<file path="config.mk">
export PLATFORM = sky130hd
export DESIGN_NAME = serial_line_router
export DESIGN_NICKNAME = d
export VERILOG_FILES = /design/src/rtl/serial_route_pkg.sv /design/src/rtl/line_conditioner.sv /design/src/rtl/serial_line_router.sv
export SDC_FILE = /design/constraint.sdc
export NUM_CORES = 1
export LEC_CHECK = 0
export CAP_MARGIN = 20
export CORE_ASPECT_RATIO = 0.8
export CORE_MARGIN = 2
export CORE_UTILIZATION = 40
export DETAILED_ROUTE_END_ITERATION = 7
export PLACE_DENSITY = 0.68
export SYNTH_ARGS = -nofsm -noshare
export SYNTH_HDL_FRONTEND = slang
export SYNTH_SLANG_ARGS = --single-unit
export TNS_END_PERCENT = 5
</file>
<file path="constraint.sdc">
create_clock -name clk -period 2.5 [get_ports clk]
set_input_delay 0.625 -clock clk [delete_from_list [all_inputs] [get_ports clk]]
set_output_delay 0.625 -clock clk [all_outputs]
set_load 0.02 [all_outputs]
</file>
<file path="src/rtl/serial_route_pkg.sv">
// Shared definitions for the serial line router: output mode encoding and a
// width helper used for select and counter sizing.
package serial_route_pkg;

  typedef enum logic [1:0] {
    MODE_PASS  = 2'b00,
    MODE_IDLE  = 2'b01,
    MODE_BREAK = 2'b10,
    MODE_INV   = 2'b11
  } mode_t;

  // Bits needed to encode values 0..n-1, never less than one.
  function automatic int unsigned clog2_min1(input int unsigned n);
    int unsigned w;
    w = 1;
    while ((64'd1 << w) < 64'(n)) w++;
    return w;
  endfunction

endpackage

</file>
<file path="src/rtl/line_conditioner.sv">
// One serial input: synchroniser, majority-free deglitch filter, break
// counter and sticky activity flag.
module line_conditioner
  import serial_route_pkg::*;
#(
  parameter int SYNC_STAGES  = 2,
  parameter int FILTER_LEN   = 3,
  parameter int BREAK_CYCLES = 1024
) (
  input  logic clk,
  input  logic rst,
  input  logic i_line,
  input  logic i_act_clr,
  output logic o_f,
  output logic o_break_det,
  output logic o_activity
);

  localparam int unsigned     CNTW    = clog2_min1(BREAK_CYCLES + 1);
  localparam logic [CNTW-1:0] BRK_MAX = CNTW'(BREAK_CYCLES);

  logic [SYNC_STAGES-1:0] r_sync;
  logic                   w_sync;
  logic [FILTER_LEN-1:0]  w_window;
  logic                   w_f_next;
  logic                   r_f;
  logic [CNTW-1:0]        r_cnt;
  logic                   r_break;
  logic                   r_act;

  always_ff @(posedge clk) begin
    if (rst) r_sync <= '1;
    else     r_sync <= {r_sync[SYNC_STAGES-2:0], i_line};
  end

  assign w_sync = r_sync[SYNC_STAGES-1];

  // The filter window is the newest synchronised sample plus FILTER_LEN-1
  // older ones, so f can move on the same edge the last agreeing sample lands.
  generate
    if (FILTER_LEN == 1) begin : g_no_hist
      assign w_window = w_sync;
    end else begin : g_hist
      logic [FILTER_LEN-2:0] r_hist;
      always_ff @(posedge clk) begin
        if (rst) r_hist <= '1;
        else     r_hist <= w_window[FILTER_LEN-2:0];
      end
      assign w_window = {r_hist, w_sync};
    end
  endgenerate

  always_comb begin
    w_f_next = r_f;
    if (&w_window)       w_f_next = 1'b1;
    else if (~|w_window) w_f_next = 1'b0;
  end

  always_ff @(posedge clk) begin
    if (rst) begin
      r_f     <= 1'b1;
      r_cnt   <= '0;
      r_break <= 1'b0;
      r_act   <= 1'b0;
    end else begin
      r_f <= w_f_next;
      if (r_f)                    r_cnt <= '0;
      else if (r_cnt != BRK_MAX)  r_cnt <= r_cnt + 1'b1;
      // Gating with the current level lets the flag drop one cycle after f rises.
      r_break <= !r_f && (r_cnt == BRK_MAX);
      if (w_f_next != r_f) r_act <= 1'b1;
      else if (i_act_clr)  r_act <= 1'b0;
    end
  end

  assign o_f         = r_f;
  assign o_break_det = r_break;
  assign o_activity  = r_act;

endmodule

</file>
<file path="src/rtl/serial_line_router.sv">
// Configurable crossbar of conditioned serial inputs onto registered outputs,
// each output with its own source select and drive mode.
module serial_line_router
  import serial_route_pkg::*;
#(
  parameter int CHANNELS     = 2,
  parameter int SYNC_STAGES  = 2,
  parameter int FILTER_LEN   = 3,
  parameter int BREAK_CYCLES = 1024
) (
  input  logic                                 clk,
  input  logic                                 rst,
  input  logic [CHANNELS-1:0]                  line_in,
  output logic [CHANNELS-1:0]                  line_out,
  input  logic                                 cfg_we,
  input  logic [clog2_min1(CHANNELS)-1:0]      cfg_ch,
  input  logic [clog2_min1(CHANNELS)-1:0]      cfg_src,
  input  logic [1:0]                           cfg_mode,
  output logic                                 cfg_err,
  output logic [CHANNELS-1:0]                  break_det,
  output logic [CHANNELS-1:0]                  activity,
  input  logic [CHANNELS-1:0]                  act_clr
);

  localparam int unsigned   CW       = clog2_min1(CHANNELS);
  localparam logic [CW:0]   CH_LIMIT = (CW + 1)'(CHANNELS);

  logic [CHANNELS-1:0] w_f;
  logic                w_cfg_ok;
  logic                r_cfg_err;

  // Both indices must be in range; non-power-of-two channel counts leave holes.
  assign w_cfg_ok = ({1'b0, cfg_ch} < CH_LIMIT) && ({1'b0, cfg_src} < CH_LIMIT);

  always_ff @(posedge clk) begin
    if (rst) r_cfg_err <= 1'b0;
    else     r_cfg_err <= cfg_we && !w_cfg_ok;
  end

  assign cfg_err = r_cfg_err;

  generate
    for (genvar gi = 0; gi < CHANNELS; gi++) begin : g_in
      line_conditioner #(
        .SYNC_STAGES  (SYNC_STAGES),
        .FILTER_LEN   (FILTER_LEN),
        .BREAK_CYCLES (BREAK_CYCLES)
      ) u_cond (
        .clk         (clk),
        .rst         (rst),
        .i_line      (line_in[gi]),
        .i_act_clr   (act_clr[gi]),
        .o_f         (w_f[gi]),
        .o_break_det (break_det[gi]),
        .o_activity  (activity[gi])
      );
    end

    for (genvar gi = 0; gi < CHANNELS; gi++) begin : g_out
      logic [CW-1:0] r_src;
      mode_t         r_mode;
      logic          r_out;
      logic          w_sel;
      logic          w_hit;

      assign w_sel = w_f[r_src];
      assign w_hit = cfg_we && w_cfg_ok && (cfg_ch == CW'(gi));

      always_ff @(posedge clk) begin
        if (rst) begin
          r_src  <= CW'(gi);
          r_mode <= MODE_PASS;
          r_out  <= 1'b1;
        end else begin
          if (w_hit) begin
            r_src  <= cfg_src;
            r_mode <= mode_t'(cfg_mode);
          end
          case (r_mode)
            MODE_PASS:  r_out <= w_sel;
            MODE_IDLE:  r_out <= 1'b1;
            MODE_BREAK: r_out <= 1'b0;
            default:    r_out <= ~w_sel;
          endcase
        end
      end

      assign line_out[gi] = r_out;
    end
  endgenerate

endmodule

</file>
## After elaboration in Yosys (flattened, before gate mapping)

Cells that the tools add are included.

- Eq/ne operators: 10
- Bitwise gates (word level): 3
- Reduce and logical (&&, ||, !) cells: 16
- Magnitude comparators: 2
- Multiplexer cells: 14
- Add/subtract/negate cells: 2

Operator list:

| cell | count |
|---|---|
| adder 11 x 1 -> 11 bit, second input constant | 2 |
| == test 11 bit, second input constant | 2 |
| != test 11 bit, second input constant | 2 |
| 2-to-1 mux 1 bit | 12 |
| one-hot mux 1 bit (3 select lines) | 2 |
| AND reduction 3 bit | 2 |
| OR reduction 3 bit | 2 |
| == test 2 x 1 -> 1 bit, second input constant | 2 |
| == test 2 bit, second input constant | 2 |
| logical AND 1 bit | 4 |
| zero test 2 bit | 2 |
| less-than comparator 1 x 2 -> 1 bit, second input constant | 2 |
| nonzero test 2 bit | 2 |
| OR reduction 2 bit | 2 |
| inverter 1 bit | 3 |
| zero test 1 bit | 2 |
| != test 1 bit | 2 |

- Input port bits: 11
- Register bits after elaboration: 44
- Logic and storage cells: 65
- Output and inout bits: 7

## Logic depth before layout (Yosys ltp)

Gate-level depths: netlist of run 1.

- Depth in word-level cells: 5
- Depth in mapped cells: 5
- Depth with buffers taken out: 5

## By module

A second synthesis of run 1 with hierarchy kept.

- Cell total of the unflattened synthesis: 207
- Area, all modules: 1946.9 um2

Modules (own cells, without submodules):

| module | times used | sequential area each (um2) | cells each | area an instance (um2) |
|---|---|---|---|---|
| line_conditioner | 2 | 360.3 | 86 | 808.3 |
| serial_line_router | 1 | 160.2 | 35 | 330.3 |

## Worst setup path after synthesis of run 1

No wires, ideal clock.

- Path kind: register -> register
- Start point: register g_in[1].u_cond.r_cnt[2]
- End point: register g_in[1].u_cond.r_cnt[2]
- Setup time: 0.129 ns
- Slack: 1.060 ns
- Stages on the path, launching flop included: 5
- Path buffers: 1
- Clock period less this slack: 1.440 ns
- Required time: 2.371 ns
- Arrival time: 1.311 ns
- Cells stage by stage: dfxtp_1 or4_1 buf_2 o31ai_4 o22ai_1

- Word-level cells in the longest chain between the ends: 1
- Elaborated cells on any way between the ends: 2
- Classes of those cells: 1 x add/sub; 1 x eq/ne

Ends and longest elaborated chain:

| element | RTL line | source |
|---|---|---|
| from (decl) | line_conditioner.sv:27 | `logic [CNTW-1:0] r_cnt;` |
| from (signal assigned) | line_conditioner.sv:68 | `else if (r_cnt != BRK_MAX) r_cnt <= r_cnt + 1'b1;` |
| adder 11 x 1 -> 11 bit / != test 11 bit (equally long branches) | line_conditioner.sv:68 |  |

Several ways; a longest one is shown, not always the timed one.
A chain may end at the register's enable or synchronous reset.

## Worst setup path after layout of run 1

- Start point: register g_in[1].u_cond.r_act
- End point: output activity[1]

RTL lines:

| element | RTL line | source |
|---|---|---|
| from (decl) | line_conditioner.sv:29 | `logic r_act;` |
| from (signal assigned) | line_conditioner.sv:64 | `r_act <= 1'b0;` |
| from (signal assigned) | line_conditioner.sv:71 | `if (w_f_next != r_f) r_act <= 1'b1;` |
| from (signal assigned) | line_conditioner.sv:72 | `else if (i_act_clr) r_act <= 1'b0;` |
| to (decl) | serial_line_router.sv:21 | `output logic [CHANNELS-1:0] activity,` |

No word-level cell between the ends.

==> results_dict.tcl, run 1 <==
set metrics [dict create \
    cts.root.buffer_cell "sky130_fd_sc_hd__clkbuf_8" \
    avgRoutedWirePerCell_um 11.7 \
    r2r_cells 4 \
    synth_top_family_by_area "simple AND/OR/NAND/NOR gates" \
    critical_path.top_delay_family "buffers and inverters" \
    chipWidth_um 81.3 \
    finalNonFillerCells 279 \
    timing.final.setup_violations 0 \
    num_antenna_cells 0 \
    timing_hold_violations_final 0 \
    post-place-cells 271 \
    postSynthCellCount 208 \
    most_frequent_cells_in_the_layout "sky130_fd_sc_hd__dfxtp_1, sky130_fd_sc_hd__clkdlybuf4s50_1, sky130_fd_sc_hd__a21oi_1, sky130_fd_sc_hd__nor2_1, sky130_fd_sc_hd__nand2_1" \
    critical_path.cell_chain "clkdlybuf4s50_1" \
    final-max-slew-violation-count 0 \
    die-area_um2 5350 \
    cts-resized-gates 0 \
    path_class "flop to output pin" \
    cpMaxStageDelayCell "sky130_fd_sc_hd__clkdlybuf4s50_1" \
    crit_required_ns 1.88 \
    syn_avg_cell_area_um2 9.19 \
    top_ff_cell_synth "sky130_fd_sc_hd__dfxtp_1" \
    holdBufCountCts 0 \
    synth_fa_ha_area_share_pct 2.62 \
    grt.total_usage_pct 13.6 \
    detailroute.via_count 1444 \
    boundaryPins 18 \
    cts.path.max_buffers 2 \
    grt_pass1_wl_mm 5.59 \
    design.core.area_um2 4600 \
    drt_first_pass_iters 4 \
    async_reset_ff_share_pct 0 \
    post-cts-setup-buffers 0 \
    synthesis.area_um2 1910 \
    synth-simple-area-share_pct 25.1 \
    cts.htree.levels 2 \
    synth_compound_gate_area_share_pct 14.9 \
    first_global_vias 1239 \
    max_clock_freq_ghz 0.540 \
    die_height_um 65.8 \
    post-route-util_pct 47.9 \
    placementRows 22 \
    critPathArrivalTime_ns 1.23 \
    ys_types 44 \
    path_max_fanout 2 \
    ys_ff_latch 44 \
    worstPathBufferInverterCount 1 \
    area_delta_synth_final_pct 15.1 \
    detailed_place_hpwl_mm 2.24 \
    antenna_violations_before_repair 0 \
    timing.setup.tns_ns 0 \
    outcome "completed" \
    grt_max_degree 14 \
    cap_violations 0 \
    multiplexer_area_fraction_after_synthesis_pct 3.73 \
    clk_latency_ns 0.30 \
    place_worst_setup_slack_ns 0.430 \
    final_min_period_over_clock_period_pct 74.1 \
    yosys.area_share.xor_xnor_pct 1.83 \
    hold-path-cell-count 1 \
    post_route_cells_drive_above_1_share_pct 10.0 \
    finish.net_count 233 \
    worstSetupStartpointType "flop" \
    detail-route-antenna-nets 0 \
    mostFrequentLayoutCell "sky130_fd_sc_hd__dfxtp_1" \
    input_output_buffers 16 \
    yosysSeqAreaShare_pct 46.1 \
    grt_setup_unrepaired "false" \
    wirelength_mm 3.25 \
    cts-buffers-inserted 5 \
    fin_skew_ns 0.00817 \
    worstHoldPathType "flop to flop" \
    globalplace.congestion 0.799 \
    postSynthNetCount 223 \
    max-vdd-ir-drop_mv 0.300 \
    yosysWarnings 0 \
    postLayoutSetupSlackWorst_ns 0.648 \
    vias_per_cell 5.18 \
    power_density_nw_per_um2 614 \
    cts_tree "done" \
    clkTransAtPathRegs_ns 0.08 \
    detail_route.drc_violations 0 \
    timing.final.crit_period_ns 1.85 \
    cp_num_cells 1 \
    crit_path_max_incr_delay_ns 0.60 \
    first_iter_violations 62 \
    numClockSinks 44 \
    remaining_overflow_grt 0 \
    synth_edf_count 0 \
    leak_pwr_nw 0.717 \
    initial_utilization_pct 41.6 \
    setup.worst_path.end_class "output pin" \
]
-- cell type report --
class / instances / area [um^2]
Clock buffer: 7 / 96.3
Fill cell: 430 / 2400
Clock inverter: 1 / 30.0
Sequential cell: 44 / 881
Tap cell: 60 / 75.1
Inverter: 7 / 26.3
Timing Repair Buffer: 17 / 168
Multi-Input combinational cell: 143 / 925
-- power by group --
part | switching, mW | internal, mW | total [mW]
Clock | 0.239 | 0.353 | 0.591
Combinational | 0.0171 | 0.0269 | 0.0440
Sequential | 0.00621 | 0.710 | 0.717
Total | 0.262 | 1.09 | 1.35
-- per-stage QoR --
stage	hold slack, ns	cell area, um^2	total power [mW]
5_1_grt	0.425	2200	1.41
3_5_place_dp	0.395	2070	0.777
4_1_cts	0.414	2200	1.37
3_3_place_gp	0.393	2070	0.777
6_report	0.412	2200	1.35
2_1_floorplan	0.389	1910	0.755
-- cells by family after synthesis --
kind of cell / Yosys count
simple gates: 84
flops: 44
compound gates: 43
buf+inv: 21
mux: 7
fa+ha+maj: 4
xor+xnor: 4
other cells: 1
-- cells in the mapped netlist (2+ instances only) --
library cell | number | area share (%)
sky130_fd_sc_hd__dfxtp_1 | 44 | 46
sky130_fd_sc_hd__a21oi_1 | 15 | 3.9
sky130_fd_sc_hd__nor2_1 | 14 | 2.7
sky130_fd_sc_hd__nand2_1 | 11 | 2.2
sky130_fd_sc_hd__nand3_1 | 10 | 2.6
sky130_fd_sc_hd__or2_2 | 9 | 2.9
sky130_fd_sc_hd__buf_4 | 7 | 2.7
sky130_fd_sc_hd__inv_1 | 7 | 1.4
sky130_fd_sc_hd__o21ai_0 | 7 | 1.8
sky130_fd_sc_hd__clkbuf_1 | 6 | 1.2
sky130_fd_sc_hd__mux2i_1 | 6 | 3.1
sky130_fd_sc_hd__or3_1 | 6 | 2.0
sky130_fd_sc_hd__nand2b_1 | 5 | 1.6
sky130_fd_sc_hd__nor4_1 | 5 | 1.6
sky130_fd_sc_hd__or4_1 | 5 | 2.0
sky130_fd_sc_hd__ha_1 | 4 | 2.6
sky130_fd_sc_hd__nand4_1 | 4 | 1.3
sky130_fd_sc_hd__o31ai_1 | 4 | 1.6
sky130_fd_sc_hd__a211o_1 | 3 | 1.4
sky130_fd_sc_hd__xor2_1 | 3 | 1.4
sky130_fd_sc_hd__a31oi_1 | 2 | 0.65
sky130_fd_sc_hd__and4_1 | 2 | 0.92
sky130_fd_sc_hd__nand4b_1 | 2 | 0.92
sky130_fd_sc_hd__nor3_1 | 2 | 0.52
sky130_fd_sc_hd__o21a_1 | 2 | 0.79
sky130_fd_sc_hd__o21bai_1 | 2 | 0.79
sky130_fd_sc_hd__o22ai_1 | 2 | 0.65
sky130_fd_sc_hd__or2_1 | 2 | 0.65
sky130_fd_sc_hd__or4b_2 | 2 | 1.0
-- final timing paths --
kind | from | endpoint | slack (ns)
worst max-delay path | g_in[1].u_cond.o_activity$_SDFFE_PP0P_ | activity[1] | 0.65
worst max register to register | g_in[1].u_cond.r_cnt[1]$_SDFFE_PP0P_ | g_in[1].u_cond.r_cnt[10]$_SDFFE_PP0P_ | 0.85
worst min register to register | g_in[1].u_cond.r_sync[0]$_SDFF_PP1_ | g_in[1].u_cond.r_sync[1]$_SDFF_PP1_ | 0.41
worst min-delay path | g_in[1].u_cond.r_sync[0]$_SDFF_PP1_ | g_in[1].u_cond.r_sync[1]$_SDFF_PP1_ | 0.41
-- sequential cells by signal, summed over array words and instances, names as in the netlist --
| signal | count |
|---|---|
| g_in.u_cond.o_break_det | 2 |
| g_in.u_cond.r_sync | 4 |
| g_in.u_cond.g_hist.r_hist | 4 |
| g_out.r_src | 2 |
| g_in.u_cond.o_activity | 2 |
| g_out.r_out | 2 |
| g_in.u_cond.o_f | 2 |
| g_in.u_cond.r_cnt | 22 |
| g_out.r_mode | 4 |
-- routing by layer --
layer  vias to the layer above  track usage, %  routed length [um]
li1                        769               -                   -
met1                       655            18.5                1800
met2                        15            19.5                1300
met3                         5            5.74                 117
met4                         0            3.81                  40
met5                         -               0                   0
(Power assumes the default switching activity.)
==> run 2, diff against run 1 <==
Settings changed: PLACE_DENSITY 0.68 to 0.7.
Clock period 2.5 ns to 1.7 ns, I/O delays scaled along.
==> run 2 against run 1 <==
Compared with the run above: first-iteration DRC count fell by 6.5%; global-route usage rose by 0.37 points; sequential power rose by 46%; clock power rose by 25%; routed wire length rose by 3.0%; sequential share of layout area fell by 0.59 points; critical path depth did not move; combinational power rose by 49%; final cell count rose by 2.2%; die area did not move.
==> results_dict.tcl, run 2 (same netlist as run 1, synthesis figures left out) <==
set metrics [dict create \
    mostFrequentLayoutCell "sky130_fd_sc_hd__dfxtp_1" \
    logic_gate_share_of_total_power_pct 3.5 \
    setup.worst_path.end_class "output pin" \
    placementRows 22 \
    internal_power_mw 1.51 \
    worstSetupStartpointType "flop" \
    design.core.area_um2 4600 \
    finalInstanceArea_um2 2240 \
    clkTransAtPathRegs_ns 0.07 \
    max-vdd-ir-drop_mv 0.460 \
    multi_input_comb_area_um2 925 \
    post-place-cells 278 \
    crit_required_ns 1.27 \
    chipWidth_um 81.3 \
    final_min_period_over_clock_period_pct 96.2 \
    detailed_place_hpwl_mm 2.38 \
    largest_reg_by_ff_count "g_in.u_cond.r_cnt" \
    die_height_um 65.8 \
    fin_skew_ns 0.00485 \
    largest_register_ffs 22 \
    timing.final.setup_violations 0 \
    area_delta_synth_final_pct 17.0 \
    post_route_cells_drive_above_1_share_pct 12.9 \
    switching_power_mw 0.354 \
    vias_per_cell 5.11 \
    finalPower_mw 1.86 \
    power.share.sequential_pct 56.7 \
    finalNonFillerCells 285 \
    place_worst_setup_slack_ns 0.0380 \
    path_class "flop to output pin" \
    globalplace.congestion 0.780 \
    grt_max_degree 21 \
    boundaryPins 18 \
    num-fill-cells 420 \
    initial_utilization_pct 41.6 \
    antenna_violations_before_repair 0 \
    first_global_vias 1347 \
    grt.total_usage_pct 14.0 \
    cap_violations 0 \
    timing_hold_violations_final 0 \
    cts-buffers-inserted 5 \
    first_iter_violations 58 \
    timing.final.crit_period_ns 1.64 \
    portion_of_total_power_attributed_to_the_clock_network_pct 39.8 \
    cts_tree "done" \
    grt_pass1_wl_mm 5.83 \
    cts.htree.levels 2 \
    numClockSinks 44 \
    grt_setup_unrepaired "false" \
    drt_first_pass_iters 4 \
    remaining_overflow_grt 0 \
    detailroute.via_count 1455 \
    critPathArrivalTime_ns 1.21 \
    path_max_fanout 2 \
    max_clock_freq_ghz 0.611 \
    finish.net_count 241 \
    die-area_um2 5350 \
    wirelength_mm 3.35 \
    layout.area.seq_um2 882 \
    final-max-slew-violation-count 0 \
    critical_path.cell_chain "clkdlybuf4s50_1" \
    timing.setup.tns_ns 0 \
    avgRoutedWirePerCell_um 11.8 \
    leak_pwr_nw 0.761 \
    holdBufCountCts 0 \
    worstPathBufferInverterCount 1 \
    num_antenna_cells 0 \
    detail-route-antenna-nets 0 \
    postLayoutSetupSlackWorst_ns 0.0645 \
    outcome "completed" \
    swShare_pct 19.0 \
    placed_cell_area_um2 2130 \
    input_output_buffers 16 \
    critical_path.top_delay_family "buffers and inverters" \
    crit_path_max_incr_delay_ns 0.60 \
    worstHoldPathType "flop to flop" \
    cpMaxStageDelayCell "sky130_fd_sc_hd__clkdlybuf4s50_1" \
    cts.path.max_buffers 2 \
    power_density_nw_per_um2 831 \
    cts.root.buffer_cell "sky130_fd_sc_hd__clkbuf_8" \
    detail_route.drc_violations 0 \
    clk_latency_ns 0.29 \
    most_frequent_cells_in_the_layout "sky130_fd_sc_hd__dfxtp_1, sky130_fd_sc_hd__a21oi_1, sky130_fd_sc_hd__clkdlybuf4s50_1, sky130_fd_sc_hd__nor2_1, sky130_fd_sc_hd__nand2_1" \
]
## run 2: cell types whose count changed in the layout (fill, tap and decap cells not counted)
cell and change:
sky130_fd_sc_hd__dfxtp_1 -1, sky130_fd_sc_hd__buf_4 +8, sky130_fd_sc_hd__clkbuf_8 -2, sky130_fd_sc_hd__clkdlybuf4s50_1 -1
sky130_fd_sc_hd__dlymetal6s2s_1 +1, sky130_fd_sc_hd__dfxtp_2 +1
## run 2: worst register-to-register path, cell delays in order, from the launching register on
cell,delay (ns)
sky130_fd_sc_hd__dfxtp_2,0.39
sky130_fd_sc_hd__ha_1,0.24
sky130_fd_sc_hd__nand4_1,0.23
sky130_fd_sc_hd__or4_1,0.52
sky130_fd_sc_hd__a21oi_1,0.14
## run 2: worst paths after layout
path / startpoint / slack [ns] / cells past startpoint / endpoint
worst min-delay path: g_in[0].u_cond.r_sync[0]$_SDFF_PP1_ / 0.41 / 1 / g_in[0].u_cond.r_sync[1]$_SDFF_PP1_
worst max register to register: g_in[1].u_cond.r_cnt[0]$_SDFFE_PP0P_ / 0.13 / 4 / g_in[1].u_cond.r_cnt[10]$_SDFFE_PP0P_
worst max-delay path: g_in[1].u_cond.o_activity$_SDFFE_PP0P_ / 0.06 / 1 / activity[1]
worst min register to register: g_in[0].u_cond.r_sync[0]$_SDFF_PP1_ / 0.41 / 1 / g_in[0].u_cond.r_sync[1]$_SDFF_PP1_
## run 2: routing by layer
metal  wire [um]  GRT usage, %
met4          43          5.72
met3         106          3.69
met2        1440          20.7
met1        1770          19.1
met5           0             0
## run 2: area by class of cell
cell class | count | share of cell area [%]
Multi-Input combinational cell | 143 | 41.3
Sequential cell | 44 | 39.4
Timing Repair Buffer | 25 | 10.3
Clock buffer | 5 | 3.08
Tap cell | 60 | 3.36
Inverter | 7 | 1.17
Clock inverter | 1 | 1.34
## run 2: stage by stage
stage,utilization [%],hold WS (ns)
after floorplan,-,0.389
after global placement,46.3,0.393
after detailed placement,46.3,0.394
after CTS,48.4,0.412
after global routing,48.7,0.423
final,48.7,0.410
## run 2: power groups by stage
stage | Clock [mW] | Combinational [mW] | Sequential, mW
finish | 0.741 | 0.0656 | 1.05
detailed placement | 0 | 0.0657 | 1.08
CTS | 0.776 | 0.0658 | 1.05
global placement | 0 | 0.0647 | 1.08
global route | 0.797 | 0.0726 | 1.06
floorplan | 0 | 0.0347 | 1.08
## run 2: repair_timing
item	in CTS	in global routing
resized for setup	0	2
endpoints found under the hold margin	0	0
setup buffers	0	1
setup endpoints to repair	0	3
